File: src/rtl/parking_gate_controller.sv
// Parking lot gate sequencer: owns the slot-occupancy map, grants first-fit entry
// and named-slot exit, and holds the matching gate open for a fixed window.
module parking_gate_controller #(
   parameter int unsigned N_SLOTS     = 8,
   parameter int unsigned IDX_W       = 3,
   parameter int unsigned GATE_CYCLES = 4
) (
   input  logic               clk,
   input  logic               rst_n,
   input  logic               entry_req,
   input  logic               exit_req,
   input  logic [IDX_W-1:0]   exit_slot,
   output logic               entry_ack,
   output logic [IDX_W-1:0]   assigned_slot,
   output logic               exit_ack,
   output logic               exit_err,
   output logic               gate_in_open,
   output logic               gate_out_open,
   output logic [N_SLOTS-1:0] free_map,
   output logic [IDX_W:0]     free_count,
   output logic               full
);

   localparam int unsigned CNT_W = IDX_W + 1;
   localparam int unsigned TMR_W = (GATE_CYCLES > 1) ? $clog2(GATE_CYCLES) : 1;

   typedef enum logic [1:0] {
      IDLE       = 2'd0,
      ENTRY_OPEN = 2'd1,
      EXIT_OPEN  = 2'd2
   } state_t;

   state_t             state_q, state_d;
   logic [TMR_W-1:0]   timer_q, timer_d;
   logic [N_SLOTS-1:0] map_d;
   logic [CNT_W-1:0]   count_d;
   logic [IDX_W-1:0]   slot_d;
   logic               full_d;
   logic               entry_ack_d, exit_ack_d, exit_err_d;
   logic               gate_in_d, gate_out_d;

   logic [N_SLOTS-1:0] alloc_mask;
   logic [IDX_W-1:0]   alloc_idx;
   logic               alloc_found;
   logic [N_SLOTS-1:0] exit_mask;
   logic               exit_in_range;
   logic               exit_slot_free;

   // State and output registers; reset closes any open gate immediately.
   always_ff @(posedge clk or negedge rst_n) begin
      if (!rst_n) begin
         state_q       <= IDLE;
         timer_q       <= '0;
         free_map      <= '1;
         free_count    <= CNT_W'(N_SLOTS);
         full          <= 1'b0;
         assigned_slot <= '0;
         entry_ack     <= 1'b0;
         exit_ack      <= 1'b0;
         exit_err      <= 1'b0;
         gate_in_open  <= 1'b0;
         gate_out_open <= 1'b0;
      end else begin
         state_q       <= state_d;
         timer_q       <= timer_d;
         free_map      <= map_d;
         free_count    <= count_d;
         full          <= full_d;
         assigned_slot <= slot_d;
         entry_ack     <= entry_ack_d;
         exit_ack      <= exit_ack_d;
         exit_err      <= exit_err_d;
         gate_in_open  <= gate_in_d;
         gate_out_open <= gate_out_d;
      end
   end

   // First-fit search (slot 0 lives in the MSB) and exit-slot decode.
   always_comb begin
      alloc_mask     = '0;
      alloc_idx      = '0;
      alloc_found    = 1'b0;
      exit_mask      = '0;
      exit_in_range  = 1'b0;
      for (int i = 0; i < int'(N_SLOTS); i++) begin
         if (!alloc_found && free_map[N_SLOTS-1-i]) begin
            alloc_found             = 1'b1;
            alloc_idx               = IDX_W'(i);
            alloc_mask[N_SLOTS-1-i] = 1'b1;
         end
         if (exit_slot == IDX_W'(i)) begin
            exit_in_range          = 1'b1;
            exit_mask[N_SLOTS-1-i] = 1'b1;
         end
      end
      exit_slot_free = |(free_map & exit_mask);
   end

   // Next-state and registered-output logic.
   always_comb begin
      state_d     = state_q;
      timer_d     = timer_q;
      map_d       = free_map;
      count_d     = free_count;
      slot_d      = assigned_slot;
      entry_ack_d = 1'b0;
      exit_ack_d  = 1'b0;
      exit_err_d  = 1'b0;
      gate_in_d   = gate_in_open;
      gate_out_d  = gate_out_open;

      case (state_q)
         IDLE: begin
            if (exit_req) begin
               exit_ack_d = 1'b1;
               if (exit_in_range && !exit_slot_free) begin
                  map_d      = free_map | exit_mask;
                  count_d    = free_count + CNT_W'(1);
                  gate_out_d = 1'b1;
                  timer_d    = TMR_W'(GATE_CYCLES - 1);
                  state_d    = EXIT_OPEN;
               end else begin
                  exit_err_d = 1'b1;
               end
            end else if (entry_req && !full && alloc_found) begin
               map_d       = free_map & ~alloc_mask;
               count_d     = free_count - CNT_W'(1);
               slot_d      = alloc_idx;
               entry_ack_d = 1'b1;
               gate_in_d   = 1'b1;
               timer_d     = TMR_W'(GATE_CYCLES - 1);
               state_d     = ENTRY_OPEN;
            end
         end
         ENTRY_OPEN, EXIT_OPEN: begin
            if (timer_q == '0) begin
               gate_in_d  = 1'b0;
               gate_out_d = 1'b0;
               state_d    = IDLE;
            end else begin
               timer_d = timer_q - TMR_W'(1);
            end
         end
         default: state_d = IDLE;
      endcase

      full_d = (count_d == '0);
   end

endmodule

File: config.mk
export PLATFORM = sky130hd
export DESIGN_NAME = parking_gate_controller
export DESIGN_NICKNAME = d
export VERILOG_FILES = /design/src/rtl/parking_gate_controller.sv
export SDC_FILE = /design/constraint.sdc
export NUM_CORES = 1
export LEC_CHECK = 0
export BUFFER_PORTS_ARGS = -buffer_cell sky130_fd_sc_hd__buf_2
export CAP_MARGIN = 25
export CORE_AREA = 5 5 43 81
export DETAILED_ROUTE_END_ITERATION = 8
export DIE_AREA = 0 0 48 86
export PLACE_DENSITY = 0.84
export SLEW_MARGIN = 20
export SYNTH_ARGS = -nofsm -noshare
export SYNTH_HDL_FRONTEND = slang
export SYNTH_SLANG_ARGS = --single-unit
File: constraint.sdc
create_clock -name clk -period 2.7 [get_ports clk]
set_clock_uncertainty 0.2 [all_clocks]
set_input_delay 0.135 -clock clk [delete_from_list [all_inputs] [get_ports clk]]
set_output_delay 0.135 -clock clk [all_outputs]
set_load 0.03 [all_outputs]
==> results.yml, run 1 <==
power_and_ir_drop:
  total_power_uw: 2220
  ir_drop_mv: 0.690
  p_leak_uw: 0.000746
  power_density_mw_per_mm2: 1360
sta:
  tns_ns: 0
  drv_slew: 0
  fmax_ghz: 0.409
  tightest_slew_ns: 0.605
  relSlewSlack_pct: 59.3
  fin_crit_sh_pct: 90.6
  finalSetupViolations: 0
  period_minus_slack_ns: 2.45
  rsz0062_at_grt: "false"
  hold_ws_ns: 0.00653
  hold_violations: 0
worst_setup_path:
  worstSetupEndpointType: "flop"
  reg2regPathDepth: 6
  cp-startpoint: "exit_slot[1]"
  r2r_start: "free_map[3]"
  criticalPathCategory: "in2reg"
  start_kind: "primary input"
  path_max_fanout: 10
  cp.required_ns: 2.69
  worstPathArrival_ns: 2.44
clocking:
  h-tree-depth: 1
  clock_sinks: 25
  root_buffer: "clkbuf_8"
  tritoncts: "built"
  numCtsBuffers: 3
  clock_path_buffers: 2
  cts.clk_slew.worst_paths_ns: 0.09
  cts_resized: 0
  clkLatencyLatePin_ns: 0.27
die:
  std_cell_rows: 27
  core_mm2: 0.00277
  fp.dieH_um: 86
  die_w_um: 48
  io_pins: 28
  die-area_mm2: 0.00413
  start_util_pct: 51.0
synth:
  seq_area_frac_synth_pct: 45.1
  ys.flop_type: "dfrtp_1"
  syn-mean-instance-area_um2: 10.6
  netlist-cell-type-count: 43
  synth_seq_cells: 25
  async_flop_share_pct: 100
  synth_area_mm2: 0.00141
  mappedNetlistNets: 144
  yosysWarningCount: 0
  synthCells: 133
  synth-edff-count: 0
status:
  status: "complete, no violations"
route:
  vias_per_cell: 6.00
  num_vias: 1152
  drtAntennaViolNets: 0
  drt_first_pass_iters: 4
  drtIter0Drc: 35
  wirelength_um: 3200
  wl_per_cell_um: 16.7
  route.detailed.drc: 0
final_layout:
  nets: 175
  antenna_cells: 0
  drive_gt1_share_pct: 34.4
  fillCellCount: 242
  areaGrowthSynthToFinish_pct: 15.5
  stdcell_count: 192
hold_path:
  holdCritStartpoint: "exit_slot[0]"
  min_path_cells: 3
  worstHoldPathType: "in2reg"
global_route:
  grt_max_degree: 26
  grt_pass1_vias: 1170
  antenna_found_initial: 0
  grt.overflow.total: 0
  grt_util_all_layers_pct: 17.7
  grt_pass1_wl_um: 5310
place:
  gp_congestion: 0.878
  place_hpwl_um: 2450
  io_buffers: 27
  dp_cells: 185
flow_run:
  maxCapViolCount: 0
[cells in the mapped netlist, types with 2 or more instances]
cell type / count / area, um2
a41oi_1: 3 / 26.3
a22o_1: 2 / 17.5
nand2b_1: 2 / 12.5
inv_1: 12 / 45.0
dfstp_2: 9 / 236
nand2_1: 10 / 37.5
a31oi_1: 7 / 43.8
nor3_1: 3 / 15.0
mux4_2: 2 / 45.0
nor2_1: 13 / 48.8
nand2_2: 2 / 12.5
xnor2_1: 2 / 17.5
a21oi_1: 6 / 30.0
nand3_1: 3 / 15.0
ha_1: 4 / 50.1
mux2i_1: 3 / 30.0
nor4_1: 6 / 37.5
o21ai_1: 3 / 15.0
buf_6: 2 / 22.5
dfrtp_1: 16 / 400
[placed cells by master, fill, tap and decap left out, types with 2 or more instances in the layout]
cell           Yosys  routed
buf_2              1      27
dfrtp_1           16      16
nor2_1            13      13
inv_1             12      12
nand2_1           10      10
dfstp_2            9       9
a31oi_1            7       7
nor4_1             6       6
a21oi_1            6       6
ha_1               4       4
mux2i_1            3       3
a41oi_1            3       3
nand3_1            3       3
o21ai_1            3       3
nor3_1             3       3
clkbuf_8           0       3
dlygate4sd3_1      0       3
mux4_2             2       2
xnor2_1            2       2
nand2_2            2       2
nand2b_1           2       2
a22o_1             2       2
[cells by family after synthesis]
logic type	after synthesis	synth area share, %
simple gates	46	19.0
compound gates	31	16.7
buf+inv	17	5.67
flops	25	45.1
mux	6	6.91
fa+ha+maj	4	3.54
xor+xnor	4	3.01
[area by class of cell]
class	count	area (um2)	share of cell area (%)
clock buffer	3	41.3	2.53
clock inverter	1	7.51	0.460
inverter	13	48.8	2.99
multi-input combinational	91	696	42.6
sequential	25	637	39.0
tap	29	36.3	2.22
timing repair buffer	30	165	10.1
[per-layer routing]
layer	track usage [%]	wire length, um	part of all wire (%)	vias to the layer above
li1	-	-	-	539
met3	1.89	125	3.9	7
met2	30.4	1800	56	31
met4	7.84	73	2.3	0
met5	0	0	0	-
met1	20.5	1200	38	575
[what timing repair did]
| action | 4_1_cts | 5_1_grt |
|---|---|---|
| setup buffers | 0 | 0 |
| endpoints found under the hold margin | 19 | 0 |
| hold buffers | 3 | 0 |
[worst paths after layout]
check,end,slack [ns]
max,free_map[0],0.25
min,free_map[6],0.007
max reg2reg,free_map[1],0.32
min reg2reg,assigned_slot[1],0.28
max in group asynchronous,free_map[6],1.75
min in group asynchronous,assigned_slot[0],0.18
[per-stage QoR]
| step | cell area [um2] | setup WS, ns | utilization (%) |
|---|---|---|---|
| after CTS | 1630 | 0.236 | 58.9 |
| after global placement | 1550 | 0.432 | 56.1 |
| final | 1630 | 0.254 | 58.9 |
| after floorplan | 1410 | 0.529 | - |
| after detailed placement | 1550 | 0.364 | 56.1 |
| after global routing | 1630 | 0.152 | 58.9 |
[worst max-delay path, stage by stage]
cell           delay, ns
dlygate4sd3_1       0.52
buf_2               0.22
mux4_2              0.55
mux2i_4             0.28
nand2_1             0.13
nor2_2              0.22
a41oi_1             0.16
a31oi_1             0.21
[registers in the layout, summed over array words and instances, names as in the netlist]
| register | flops |
|---|---|
| assigned_slot | 3 |
| entry_ack | 1 |
| exit_ack | 1 |
| exit_err | 1 |
| free_count | 4 |
| free_map | 8 |
| full | 1 |
| gate_in_open | 1 |
| gate_out_open | 1 |
| state_q | 2 |
| timer_q | 2 |
[power breakdown]
group	switching [uW]	internal [uW]	total (uW)
logic	788	433	1220
registers	188	576	765
clock network	125	105	230
total	1100	1110	2220
Note: power is estimated with default switching activity, not from simulation.
==> run 2, diff against run 1 <==
ABC_AREA = 1   (was not set)
CORE_AREA = 5 5 45 85   (was 5 5 43 81)
DIE_AREA = 0 0 50 90   (was 0 0 48 86)
PLACE_DENSITY = 0.86   (was 0.84)
==> run 2 against run 1 <==
  * Global-route usage grew 1.5 points
  * First-iteration DRC count shrank 37%
  * Largest power group unchanged
  * Utilization is essentially flat
  * Via count grew 26%
  * Non-clock buffer count shrank 2
  * Fmax grew 17%
  * Wire length grew 23%
==> results.yml, run 2 <==
final_layout:
  multi_input_area_um2: 843
  reg_top3: "free_map x8, free_count x4, assigned_slot x3"
  fillCellCount: 291
  antenna_cells: 0
  layout_common_cells: "buf_2, nand2_1, inv_1, dfrtp_1, nor2_1"
  areaGrowthSynthToFinish_pct: 11.1
  drive_gt1_share_pct: 37.4
  largest_register: "free_map"
  largest_reg_flops: 8
  regArea_um2: 637
  nets: 231
  final_common_cell: "buf_2"
  stdcell_count: 250
route:
  drt_first_pass_iters: 4
  wl_per_cell_um: 15.7
  num_vias: 1447
  drtIter0Drc: 22
  vias_per_cell: 5.79
  drtAntennaViolNets: 0
  route.detailed.drc: 0
  wirelength_um: 3930
power_and_ir_drop:
  power.switching_uw: 1250
  pwr-share-seq_pct: 31.0
  sw_frac_of_total_pct: 52.7
  p_clk_share_pct: 9.3
  internal_power_uw: 1120
  ir_drop_mv: 0.726
  p_leak_uw: 0.000943
  power_density_mw_per_mm2: 1290
  comb_power_share_pct: 59.8
synth:
  synthCells: 191
  async_flop_share_pct: 100
  syn-mean-instance-area_um2: 8.66
  synthAdderAreaFrac_pct: 3.03
  yosys-top-cells-area: "dfrtp_1, dfstp_2, nand2_1"
  yosysWarningCount: 0
  synth_mux_area_share_pct: 0
  synth_seq_cells: 25
  synth_common_cells: "nand2_1, inv_1, dfrtp_1"
  synth_top_cell_by_area: "dfrtp_1"
  synth-compound-area-share_pct: 13.5
  synth-edff-count: 0
  yosysMostFrequentCell: "nand2_1"
  synth-simple-area-share_pct: 34.5
  mappedNetlistNets: 202
  netlist-cell-type-count: 35
  seq_area_frac_synth_pct: 38.5
  synth_top_area_share_pct: 24.2
  synth_xor_xnor_area_share_pct: 0
  ys.flop_type: "dfrtp_1"
  synth_area_mm2: 0.00165
  synth_top_family_by_area: "simple AND/OR/NAND/NOR gates"
die:
  die-area_mm2: 0.00450
  std_cell_rows: 29
  start_util_pct: 53.0
  io_pins: 28
  die_w_um: 50
  core_mm2: 0.00312
  fp.dieH_um: 90
worst_setup_path:
  r2r_slack_ns: 0.61
  crit_slowest_cell: "dfrtp_1"
  cp.required_ns: 2.67
  crit_chain: "inv_1, ha_1, inv_2, nor2_4, nand3_2, nand2_2, nand2_1, nand2_2, inv_2, nand2_1, nor2_2"
  worstPathArrival_ns: 2.07
  cp-startpoint: "state_q[1]"
  r2r_start: "state_q[1]"
  reg2regPathDepth: 11
  criticalPathCategory: "reg2reg"
  path_max_fanout: 12
  worstSetupEndpointType: "flop"
  slowest_delay_ns: 0.37
  start_kind: "flop"
  cp-endpoint: "full"
  worstReg2RegEnd: "full"
global_route:
  antenna_found_initial: 0
  grt_util_all_layers_pct: 19.2
  grt_max_degree: 26
  grt_pass1_vias: 1538
  grt.overflow.total: 0
  grt_pass1_wl_um: 6840
clocking:
  tritoncts: "built"
  root_buffer: "clkbuf_8"
  clock_path_buffers: 2
  numCtsBuffers: 3
  clock_sinks: 25
  cts_resized: 0
  cts.clk_slew.worst_paths_ns: 0.08
  clkLatencyLatePin_ns: 0.27
  h-tree-depth: 1
sta:
  drv_slew: 0
  tightest_slew_ns: 0.583
  fmax_ghz: 0.478
  period_minus_slack_ns: 2.09
  rsz0062_at_grt: "false"
  tns_ns: 0
  hold_violations: 0
  relSlewSlack_pct: 61.1
  fin_crit_sh_pct: 77.5
  finalSetupViolations: 0
  hold_ws_ns: 0.00775
place:
  io_buffers: 27
  gp_congestion: 0.877
  place_hpwl_um: 3150
  dp_cells: 245
status:
  status: "complete, no violations"
hold_path:
  worstHoldPathType: "in2reg"
  min_path_cells: 3
flow_run:
  maxCapViolCount: 0
## run 2: cell types whose count changed after synthesis, sizes merged, moves of 3 or more
| cell | previous run | this run |
|---|---|---|
| a21oi | 7 | 13 |
| a31oi | 7 | 3 |
| a41oi | 3 | 0 |
| inv | 13 | 33 |
| mux2i | 4 | 0 |
| nand2 | 12 | 38 |
| nand2b | 3 | 0 |
| nand3 | 3 | 17 |
| nand4 | 0 | 13 |
| nor2 | 14 | 20 |
| nor3 | 5 | 1 |
| nor4 | 7 | 0 |
| o21ai | 4 | 11 |
## run 2: final cells by class
type / count / area share, %
Multi-Input combinational cell: 129 / 45.9
Tap cell: 31 / 2.11
Inverter: 33 / 7.01
Clock buffer: 4 / 2.45
Sequential cell: 25 / 34.6
Timing Repair Buffer: 28 / 7.90
## run 2: worst max-delay path, delay by kind of cell (launching register included)
family        cells  cell delay, ns
simple gates      7            0.82
fa+ha+maj         1            0.34
buf+inv           3            0.26
flops             1            0.37
## run 2: how the worst min path moves through the flow
stage                 startpoint                to  slack, ns
global placement           rst_n        timer_q[0]      -0.06
floorplan                  rst_n  assigned_slot[0]      -0.36
detailed placement         rst_n     gate_out_open      -0.04
CTS                 exit_slot[2]       free_map[2]      0.004
global route        exit_slot[2]       free_map[2]      0.002
finish              exit_slot[2]       free_map[2]      0.008
## run 2: stage by stage
stage | setup WS [ns] | utilization, % | cell area (um2) | total power (uW)
2_1_floorplan | 0.896 | - | 1650 | 1800
3_3_place_gp | 0.707 | 57.1 | 1780 | 2130
3_5_place_dp | 0.626 | 57.1 | 1780 | 2160
4_1_cts | 0.614 | 58.9 | 1840 | 2380
5_1_grt | 0.413 | 58.9 | 1840 | 2570
6_report | 0.606 | 58.9 | 1840 | 2370
## run 2: metal layers
layer / GRT usage [%] / vias to the layer above / wire (um)
met5: 0 / - / 0
met4: 15.5 / 0 / 281
met3: 2.48 / 21 / 115
met2: 33.1 / 43 / 2190
met1: 19.2 / 692 / 1340
li1: - / 691 / -
## run 2: logic make-up (layout without fill, tap and decap cells)
| logic type | count (synthesis) | after routing |
|---|---|---|
| buf+inv | 37 | 65 |
| fa+ha+maj | 4 | 4 |
| simple gates | 89 | 89 |
| flops | 25 | 25 |
| compound gates | 36 | 36 |
## run 2: timing repair
action,CTS,global route
hold buffers,1,0
setup buffers,0,0
hold endpoints to repair,16,0
## run 2: power by group through the flow
| stage | Sequential [uW] | Clock (uW) | Combinational, uW |
|---|---|---|---|
| global route | 757 | 243 | 1570 |
| floorplan | 967 | 0 | 837 |
| detailed placement | 741 | 0 | 1420 |
| global placement | 735 | 0 | 1390 |
| finish | 735 | 220 | 1420 |
| CTS | 733 | 226 | 1420 |
==> run 3, diff against run 2 <==
clock period = 2.1 ns   (was 2.7 ns; I/O delays follow)
==> run 3 against run 2 <==
  * Combinational power grew 31%
  * Die area is the same
  * Setup slack lost 0.46 ns
  * Worst hold slack gained 0.0060 ns
  * Global-route usage shrank 0.78 points
==> results.yml, run 3 (synthesis results as in run 2) <==
die:
  core_mm2: 0.00312
  die_w_um: 50
  start_util_pct: 53.0
  die-area_mm2: 0.00450
  fp.dieH_um: 90
  std_cell_rows: 29
  io_pins: 28
power_and_ir_drop:
  ir_drop_mv: 0.828
  power.switching_uw: 1600
  pwr-share-seq_pct: 30.2
  internal_power_uw: 1460
  p_clk_share_pct: 9.2
  power_density_mw_per_mm2: 1640
  comb_power_share_pct: 60.6
  sw_frac_of_total_pct: 52.3
  total_power_uw: 3070
  p_leak_uw: 0.000961
sta:
  tightest_slew_ns: 0.553
  finalSetupViolations: 0
  fmax_ghz: 0.511
  rsz0062_at_grt: "false"
  hold_ws_ns: 0.0138
  relSlewSlack_pct: 63.1
  period_minus_slack_ns: 1.96
  hold_violations: 0
  drv_slew: 0
  tns_ns: 0
  fin_crit_sh_pct: 93.2
place:
  place_hpwl_um: 3070
  dp_cells: 247
  gp_congestion: 0.894
  io_buffers: 27
route:
  vias_per_cell: 5.59
  wl_per_cell_um: 15.0
  route.detailed.drc: 0
  num_vias: 1421
  wirelength_um: 3820
  drtAntennaViolNets: 0
  drt_first_pass_iters: 4
  drtIter0Drc: 29
flow_run:
  maxCapViolCount: 0
final_layout:
  reg_top3: "free_map x8, free_count x4, assigned_slot x3"
  fillCellCount: 269
  largest_reg_flops: 8
  drive_gt1_share_pct: 37.7
  stdcell_count: 254
  areaGrowthSynthToFinish_pct: 13.4
  antenna_cells: 0
  final_common_cell: "buf_2"
  layout_common_cells: "buf_2, nand2_1, inv_1, dfrtp_1, nor2_1"
  nets: 235
  largest_register: "free_map"
clocking:
  clock_path_buffers: 2
  cts_setup_buffers: 0
  clkLatencyLatePin_ns: 0.27
  h-tree-depth: 1
  cts.clk_slew.worst_paths_ns: 0.08
  clock_sinks: 25
  numCtsBuffers: 3
  tritoncts: "built"
  root_buffer: "clkbuf_8"
global_route:
  grt_pass1_vias: 1482
  antenna_found_initial: 0
  grt_util_all_layers_pct: 18.4
  grt.overflow.total: 0
  grt_pass1_wl_um: 6610
  grt_max_degree: 26
worst_setup_path:
  worstSetupEndpointType: "flop"
  crit_top_cell: "inv_2"
  start_kind: "primary input"
  crit_chain: "dlygate4sd3_1, clkbuf_4, inv_2, nand4_2, nand2_2, nor2_4, nand4_4, inv_2, nand4_1, a21boi_1"
  crit_slowest_cell: "dlygate4sd3_1"
  worstPathArrival_ns: 1.94
  criticalPathCategory: "in2reg"
  cp.required_ns: 2.09
  slowest_delay_ns: 0.52
  path_max_fanout: 9
hold_path:
  worstHoldPathType: "in2reg"
status:
  status: "complete, no violations"
[run 3: cell count changes in the layout (fill, tap and decap cells not counted)]
cell / before / now
buf_2: 27 / 26
buf_4: 0 / 2
clkbuf_4: 0 / 1
dlygate4sd3_1: 1 / 3
[run 3: final timing paths]
check / cells after the start / end / start / slack, ns
max: 10 / free_map[2] / exit_slot[0] / 0.14
min: 3 / free_map[4] / exit_slot[1] / 0.01
max reg2reg: 8 / free_map[2] / free_map[6] / 0.23
min reg2reg: 1 / assigned_slot[0] / assigned_slot[0] / 0.28
max in group asynchronous: 2 / free_map[1] / rst_n / 1.17
min in group asynchronous: 2 / gate_out_open / rst_n / 0.15
[run 3: critical path: cells and delay by family]
kind | cells | cell delay (ns)
AO/OA/AOI/OAI | 1 | 0.19
AND/OR/NAND/NOR | 5 | 0.65
buffers and inverters | 4 | 0.98
[run 3: power by group through the flow]
stage | clock network (uW) | logic [uW] | registers (uW)
2_1_floorplan | 0 | 1080 | 1240
3_3_place_gp | 0 | 1830 | 927
3_5_place_dp | 0 | 1860 | 935
4_1_cts | 288 | 1870 | 926
5_1_grt | 310 | 2070 | 956
6_report | 282 | 1860 | 927
[run 3: area by class of cell]
class	instances	area [um2]	area share [%]
clock buffer	4	45.0	2.40
sequential	25	637	34.0
timing repair buffer	32	183	9.74
inverter	33	129	6.87
multi-input combinational	129	843	45.0
tap	31	38.8	2.07
[run 3: repair_timing]
action,4_1_cts,5_1_grt
hold buffers,3,0
resized for setup,0,1
endpoints found under the hold margin,27,0
setup endpoints to repair,0,2
[run 3: per-stage QoR]
stage | cell area, um2 | setup WS (ns) | utilization (%)
after global routing | 1880 | 0.0348 | 60.1
after CTS | 1870 | 0.118 | 60.0
after global placement | 1800 | 0.303 | 57.6
final | 1880 | 0.144 | 60.1
after floorplan | 1650 | 0.296 | -
after detailed placement | 1800 | 0.258 | 57.6
[run 3: per-layer routing]
layer  up-vias  global-route usage (%)  part of all wire, %
li1        699                       -                    -
met1       668                    18.8                   34
met2        45                    33.6                   59
met3         9                    1.82                  3.8
met4         0                    10.9                  2.9
met5         -                       0                    0
